File: src/rtl/imem_loader.sv
// UART program loader for the instruction RAM: owns the RAM write port during a
// download and muxes the CPU fetch path. While a load is in progress the CPU sees
// a nop and is held.
module imem_loader #(
  parameter int TIMEOUT = 50000
) (
  input  logic        clk,
  input  logic        reset,
  input  logic        load_start,
  input  logic        rx_valid,
  input  logic [7:0]  rx_data,
  input  logic [31:0] cpu_addr,
  output logic [31:0] cpu_instr,
  output logic        cpu_hold,
  output logic [7:0]  rd_addr,
  input  logic [31:0] rd_data,
  output logic        wr_en,
  output logic [7:0]  wr_addr,
  output logic [31:0] wr_data,
  output logic        load_done,
  output logic        load_error
);

  localparam int TW = $clog2(TIMEOUT + 1);

  typedef enum logic [2:0] {IDLE, HDR, DATA, CHK, FAIL} state_t;

  state_t          state, nstate;
  logic [7:0]      last_idx;
  logic [7:0]      widx;
  logic [7:0]      csum;
  logic [1:0]      bcnt;
  logic [23:0]     acc;
  logic [TW-1:0]   tcnt;
  logic            tmo;
  logic            word_done;
  logic            unused_addr;

  assign unused_addr = ^{cpu_addr[31:10], cpu_addr[1:0]};

  assign tmo       = !rx_valid && (tcnt == TW'(TIMEOUT - 1));
  assign word_done = (state == DATA) && rx_valid && (bcnt == 2'd3);

  always_ff @(posedge clk or negedge reset) begin
    if (!reset) state <= IDLE;
    else        state <= nstate;
  end

  always_comb begin
    nstate = state;
    case (state)
      IDLE: if (load_start) nstate = HDR;
      HDR: begin
        if (rx_valid)  nstate = DATA;
        else if (tmo)  nstate = FAIL;
      end
      DATA: begin
        if (word_done && (widx == last_idx)) nstate = CHK;
        else if (tmo)                        nstate = FAIL;
      end
      CHK: begin
        if (rx_valid)  nstate = (rx_data == csum) ? IDLE : FAIL;
        else if (tmo)  nstate = FAIL;
      end
      FAIL: if (load_start) nstate = HDR;
      default: nstate = IDLE;
    endcase
  end

  always_comb begin
    cpu_hold   = (state != IDLE);
    load_error = (state == FAIL);
    rd_addr    = (state == IDLE) ? cpu_addr[9:2] : 8'd0;
    cpu_instr  = (state == IDLE) ? rd_data : 32'h0000_0000;
  end

  // Byte assembly, checksum, write port and inter-byte timeout
  always_ff @(posedge clk or negedge reset) begin
    if (!reset) begin
      wr_en     <= 1'b0;
      wr_addr   <= 8'd0;
      wr_data   <= 32'd0;
      load_done <= 1'b0;
      last_idx  <= 8'd0;
      widx      <= 8'd0;
      csum      <= 8'd0;
      bcnt      <= 2'd0;
      acc       <= 24'd0;
      tcnt      <= '0;
    end else begin
      wr_en     <= word_done;
      load_done <= (state == CHK) && rx_valid && (rx_data == csum);

      if (state == HDR) begin
        widx <= 8'd0;
        csum <= 8'd0;
        bcnt <= 2'd0;
        // Header 0 wraps to 255, so a 256-word load ends at index 255
        if (rx_valid) last_idx <= rx_data - 8'd1;
      end

      if ((state == DATA) && rx_valid) begin
        acc  <= {acc[15:0], rx_data};
        csum <= csum ^ rx_data;
        bcnt <= bcnt + 2'd1;
      end

      if (word_done) begin
        wr_addr <= widx;
        wr_data <= {acc, rx_data};
        widx    <= widx + 8'd1;
      end

      if ((state == IDLE) || (state == FAIL) || rx_valid) tcnt <= '0;
      else                                                tcnt <= tcnt + TW'(1);
    end
  end

endmodule

File: config.mk
export PLATFORM = sky130hd
export DESIGN_NAME = imem_loader
export DESIGN_NICKNAME = d
export VERILOG_FILES = /design/src/rtl/imem_loader.sv
export SDC_FILE = /design/constraint.sdc
export NUM_CORES = 1
export LEC_CHECK = 0
export ABC_AREA = 0
export CAP_MARGIN = 5
export CORE_MARGIN = 3
export CORE_UTILIZATION = 45
export CTS_BUF_LIST = sky130_fd_sc_hd__clkbuf_4 sky130_fd_sc_hd__clkbuf_8 sky130_fd_sc_hd__clkbuf_16
export CTS_CLUSTER_DIAMETER = 60
export DETAILED_ROUTE_END_ITERATION = 10
export PLACE_DENSITY = 0.77
export SYNTH_ARGS = -nofsm -noshare
export SYNTH_HDL_FRONTEND = slang
export SYNTH_SLANG_ARGS = --single-unit
File: constraint.sdc
create_clock -name clk -period 2.68 [get_ports clk]
set_input_delay 0.536 -clock clk [delete_from_list [all_inputs] [get_ports clk]]
set_output_delay 0.536 -clock clk [all_outputs]
set_load 0.005 [all_outputs]
==> results of run 1 <==
sequential cells by signal (all words and copies together) (netlist names):
signal     count
widx           8
wr_addr        8
wr_data       32
acc           24
load_done      1
last_idx       8
tcnt          16
bcnt           2
wr_en          1
csum           8
state          3
cells by family (layout without fill, tap and decap cells):
group,Yosys count,count (layout),share of synthesized area [%]
simple gates,338,338,29.69
flops,111,111,53.51
compound gates,49,49,5.086
buf+inv,45,172,4.604
xor+xnor,34,34,5.736
fa+ha+maj,4,4,0.9641
mux,2,2,0.4097
stage by stage:
step | instance area [sq um] | power [mW] | worst slack, ns | instances
2_1_floorplan | 5191 | 3.387 | 0.9286 | 583
3_3_place_gp | 6618 | 4.332 | 0.3651 | 834
3_5_place_dp | 6618 | 4.402 | 0.3032 | 834
4_1_cts | 6932 | 5.805 | 0.02772 | 850
5_1_grt | 6937 | 6.147 | 0.006354 | 850
6_report | 6937 | 5.745 | 0.1481 | 850
repair_timing:
action | 4_1_cts | 5_1_grt
hold buffers | 0 | 0
gates resized for setup | 0 | 2
endpoints found under the setup margin | 0 | 40
hold endpoints to repair | 0 | 0
power by group through the flow:
stage	logic [mW]	registers [mW]	clock network, mW
after floorplan	1.05	2.34	0
after global placement	1.91	2.42	0
after detailed placement	1.96	2.44	0
after CTS	1.98	2.42	1.41
after global routing	2.17	2.48	1.50
final	1.96	2.41	1.38
synth_stat cells (4+ instances only):
library cell,n,area (sq um)
and2_1,42,262.8
buf_2,11,55.05
nor2_2,7,43.79
ha_1,4,50.05
nand4_1,7,43.79
dfrtp_1,111,2778
clkbuf_1,14,52.55
a21oi_1,12,60.06
xor2_1,22,192.7
inv_1,7,26.28
nor3_1,8,40.04
xnor2_1,12,105.1
buf_6,4,45.04
o21ai_0,13,65.06
nor2_1,35,131.4
buf_4,7,52.55
nand2_1,206,773.2
o21ai_1,18,90.09
nand3_1,11,55.05
cell usage in the layout, fill, tap and decap left out, types with 11 or more instances in the layout:
cell / synthesis / final
xor2_1: 22 / 22
xnor2_1: 12 / 12
a21oi_1: 12 / 12
nand2_1: 206 / 206
clkdlybuf4s50_1: 0 / 134
nor2_1: 35 / 35
and2_1: 42 / 42
nand3_1: 11 / 11
o21ai_1: 18 / 18
o21ai_0: 13 / 13
dfrtp_1: 111 / 110
buf_4: 7 / 11
per-layer routing:
metal | GRT usage, % | up-vias
met1 | 26.94 | 2031
met3 | 4.191 | 16
met4 | 5.529 | 0
li1 | - | 2102
met5 | 0 | -
met2 | 30.29 | 111
final cells by class:
class | instances | area, sq um
multi-input combinational | 427 | 2180
clock inverter | 6 | 75.07
clock buffer | 10 | 239.0
timing repair buffer | 147 | 1455
fill | 962 | 4141
inverter | 9 | 33.78
tap | 140 | 175.2
sequential | 111 | 2779
worst min path at each step:
stage	startpoint	end	slack (ns)	cells after the start
after floorplan	reset	acc[0]$_DFFE_PN0P_	0.24	0
after global routing	reset	tcnt[11]$_DFF_PN0_	0.11	1
after CTS	reset	tcnt[8]$_DFF_PN0_	0.10	1
final	reset	tcnt[11]$_DFF_PN0_	0.1	1
after global placement	acc[17]$_DFFE_PN0P_	wr_data[25]$_DFFE_PN0P_	0.45	2
after detailed placement	acc[17]$_DFFE_PN0P_	wr_data[25]$_DFFE_PN0P_	0.45	2
==> impl_metrics.toml, run 1 <==
[placement]
port_buffers = 135
finalWeightedCongestion = 0.8274
hpwlAfterDp_um = 8811

[die]
ios = 160
dieArea_sq_um = 12860
initial_core_util_pct = 46.86
rows = 38
die_h_um = 113.4
die_width_um = 113.4
fp.coreArea_sq_um = 11080

[critical_path]
crit_fanout = 41
reg2reg_from = "tcnt[0]$_DFF_PN0_"
worstRegToRegCells = 6
critical_path.endpoint_type = "output port"
r2r_setup_slack_ns = 0.91
worstPathArrival_ns = 2.00
start_kind = "flop"
regToRegEndpoint = "state[0]$_DFFE_PN0P_"
crit_end = "cpu_instr[27]"
critPathBufInv = 2
cp.depth = 4
crit_type = "flop to output port"
cp_cell_sequence = "nor3_2, buf_6, and2_1, clkdlybuf4s50_1"
cp_slowest_stage_delay_ns = 0.52
cpMaxStageDelayCell = "clkdlybuf4s50_1"
crit_family = "buffers and inverters"
required_ns = 2.14
critPathLaunch = "state[0]$_DFFE_PN0P_"

[finish]
fin_nets = 785
num_antenna_cells = 0
drive_gt1_share_pct = 6.901
finish.utilization_pct = 62.62
area_growth_pct = 33.62

[synthesis]
synth_cells = 583
synth_nets = 663
synthArstFlopShare_pct = 100.0
synth-main-ff-cell = "dfrtp_1"
synth-seq-cells = 111
yosys_warnings = 0
ys_seq_area_share_pct = 53.51
synth_area_sq_um = 5191
synth-edff-count = 0
synth.avg_cell_area_sq_um = 8.904
yosys.cell_types.count = 40

[timing]
slew_viol_final = 0
tightest_slew_ns = 0.5407
setup_tns_ns = 0
slew_headroom_pct = 63.62
fmax_mhz = 395.0
rsz0062_at_grt = "false"
skew_ns = 0.005702
setup_violations = 0
finalHoldViolations = 0
hold_ws_ns = 0.09632
finalCritPeriodShare_pct = 94.47
post-route-min-period_ns = 2.532

[routing]
drt_iter0_markers = 313
ant_nets = 0
topRoutingLayerUsed = "met4"
met2_length_um = 6009
via_per_inst = 5.012
drc = 0
met1_length_um = 5526
vias = 4260
wl_um = 12230
dr_wl_met3_um = 548
drt-pass1-iter-count = 5
routedWlPerCell_um = 14.39

[clock_network]
cts_root_buf = "clkbuf_16"
clock_path_buffers = 2
worst_skew_pair.late_latency_ns = 0.34
post_cts_buffers = 0
path_clk_slew_ns = 0.07
clkSinkCount = 111
htreeDepth = 3
cts_tree = "yes"
cts_buffers = 9

[power]
switching_share_pct = 31.48
clockPowerShare_pct = 23.9
ir_drop_mv = 0.4327
p_seq_share_pct = 42.0
power.internal_mw = 3.936
p_per_area_nw_per_um2 = 828.2
p_comb_share_pct = 34.0
p_leak_nw = 3.273
p_sw_mw = 1.809

[global_routing]
grt_antenna_before_repair = 0
grt_pass1_vias = 4170
grt_max_degree = 65
gr-usage-all-layers_pct = 19.20
grt_pass1_wl_um = 20140
overflow = 0

[min_path]
hold_path_class = "input pin to async pin"

[status]
outcome = "complete, no violations"

[run]
max_cap_violations = 0
No activity file was read; power rests on OpenSTA's default activity.
==> run 2, diff against run 1 <==
--- a/config.mk
+++ b/config.mk
@@ -13,6 +13,7 @@
 export CTS_CLUSTER_DIAMETER = 60
 export DETAILED_ROUTE_END_ITERATION = 10
 export PLACE_DENSITY = 0.77
+export REMOVE_ABC_BUFFERS = 1
 export SYNTH_ARGS = -nofsm -noshare
 export SYNTH_HDL_FRONTEND = slang
 export SYNTH_SLANG_ARGS = --single-unit
==> constraint.sdc (replaced) <==
create_clock -name clk -period 2.5 [get_ports clk]
set_input_delay 0.5 -clock clk [delete_from_list [all_inputs] [get_ports clk]]
set_output_delay 0.5 -clock clk [all_outputs]
set_load 0.005 [all_outputs]
==> run 2 against run 1 <==
  * Worst setup slack worse by 0.089 ns
  * Sequential power grew 7%
  * Power rose by 6.9%
  * Critical endpoint is now rd_addr[3]
  * Largest cell class unchanged
  * Largest power group unchanged
==> impl_metrics.toml, run 2 (synthesis gave the netlist of run 1 again) <==
[timing]
rsz0062_at_grt = "false"
setup_violations = 0
post-route-min-period_ns = 2.441
hold_ws_ns = 0.1330
finalHoldViolations = 0
slew_viol_final = 0
tightest_slew_ns = 0.5447
skew_ns = 0.005945
slew_headroom_pct = 63.35
fmax_mhz = 409.7
finalCritPeriodShare_pct = 97.63

[clock_network]
cts_root_buf = "clkbuf_16"
cts_tree = "yes"
worst_skew_pair.late_latency_ns = 0.35
htreeDepth = 3
path_clk_slew_ns = 0.07
clkSinkCount = 111
clock_path_buffers = 2
cts_buffers = 9

[power]
switching_share_pct = 31.60
ir_drop_mv = 0.5641
p_seq_share_pct = 41.9
clockPowerShare_pct = 21.1
power.internal_mw = 4.199
p_leak_nw = 3.323
p_sw_mw = 1.940
p_comb_share_pct = 37.0
p_per_area_nw_per_um2 = 878.5

[placement]
finalWeightedCongestion = 0.8024
hpwlAfterDp_um = 9059
port_buffers = 135
dp_cells = 839

[min_path]
hold_path_class = "input pin to async pin"

[routing]
drc = 0
vias = 4310
drt-pass1-iter-count = 5
routedWlPerCell_um = 14.74
via_per_inst = 5.041
ant_nets = 0
drt_iter0_markers = 300
wl_um = 12610

[global_routing]
grt_antenna_before_repair = 0
grt_pass1_wl_um = 21400
gr-usage-all-layers_pct = 20.26
overflow = 0
grt_max_degree = 49
grt_pass1_vias = 4399

[finish]
num_antenna_cells = 0
finish.utilization_pct = 63.08
fin_nets = 793
final_cells = 855
reg.largest.list = "wr_data (32), acc (24), tcnt (16)"
layout_common_cells = "206 x nand2_1, 133 x clkdlybuf4s50_1, 109 x dfrtp_1"
area_growth_pct = 34.61
largest_reg_flops = 32
regMostFlops = "wr_data"
drive_gt1_share_pct = 7.692
final_common_cell = "nand2_1"

[die]
ios = 160
die_h_um = 113.4
fp.coreArea_sq_um = 11080
rows = 38
dieArea_sq_um = 12860
initial_core_util_pct = 46.86
die_width_um = 113.4

[critical_path]
start_kind = "flop"
worstPathArrival_ns = 1.94
crit_type = "flop to output port"
critical_path.endpoint_type = "output port"
required_ns = 2.00
crit_fanout = 20

[run]
max_cap_violations = 0

[status]
outcome = "complete, no violations"
[run 2: changes by cell type in the layout (fill, tap and decap cells not counted), moves of 2 or more]
cell | previous run | this run
inv_6 | 2 | 0
buf_4 | 11 | 17
clkinv_2 | 0 | 2
buf_12 | 1 | 3
[run 2: cell type report]
cell class	count	area (sq um)
Sequential cell	111	2780
Multi-Input combinational cell	427	2186
Inverter	9	33.78
Clock inverter	2	10.01
Clock buffer	11	246.5
Tap cell	140	175.2
Timing Repair Buffer	155	1556
Fill cell	943	4090
[run 2: final timing paths]
| kind | startpoint | end | slack (ns) | cells after the start |
|---|---|---|---|---|
| min | reset | acc[16]$_DFFE_PN0P_ | 0.13 | 1 |
| min reg2reg | acc[20]$_DFFE_PN0P_ | wr_data[28]$_DFFE_PN0P_ | 0.47 | 2 |
| min in group clk | acc[20]$_DFFE_PN0P_ | wr_data[28]$_DFFE_PN0P_ | 0.47 | 2 |
| max reg2reg | state[0]$_DFFE_PN0P_ | widx[4]$_DFFE_PN0P_ | 0.46 | 8 |
| max in group asynchronous | reset | state[0]$_DFFE_PN0P_ | 1.65 | 2 |
| max | state[0]$_DFFE_PN0P_ | rd_addr[3] | 0.06 | 4 |
[run 2: power by group through the flow]
stage,Sequential (mW),Clock (mW),Combinational [mW]
3_5_place_dp,2.60,0,2.18
5_1_grt,2.64,1.41,2.52
4_1_cts,2.58,1.32,2.21
2_1_floorplan,2.54,0,0.973
3_3_place_gp,2.58,0,2.12
6_report,2.57,1.30,2.27
[run 2: stage by stage]
stage	worst slack, ns	total power, mW	instance area (sq um)	setup TNS (ns)
floorplan	-0.7602	3.510	4986	-25.44
global placement	0.2992	4.699	6680	0
detailed placement	0.2251	4.779	6680	0
CTS	0.01509	6.109	6944	0
global route	0.005019	6.573	6988	0
finish	0.05929	6.139	6988	0
[run 2: timing repair]
item                                    4_1_cts  5_1_grt
setup buffers                                 0        2
endpoints found under the setup margin        6       23
gates cloned                                  0        1
gates resized for setup                       2        2
hold buffers                                  0        0
pin swaps                                     1        1
[run 2: worst max-delay path: stages (launching register included)]
cell,delay (ns)
dfrtp_2,0.47
nor3_4,0.27
clkbuf_16,0.22
and2_1,0.14
clkdlybuf4s50_1,0.50
[run 2: layer usage]
layer	up-vias	track usage, %	wire length, um
met2	93	34.24	6553
met5	-	0	0
met1	2085	26.27	5330
met4	0	5.689	251
li1	2105	-	-
met3	27	4.721	470
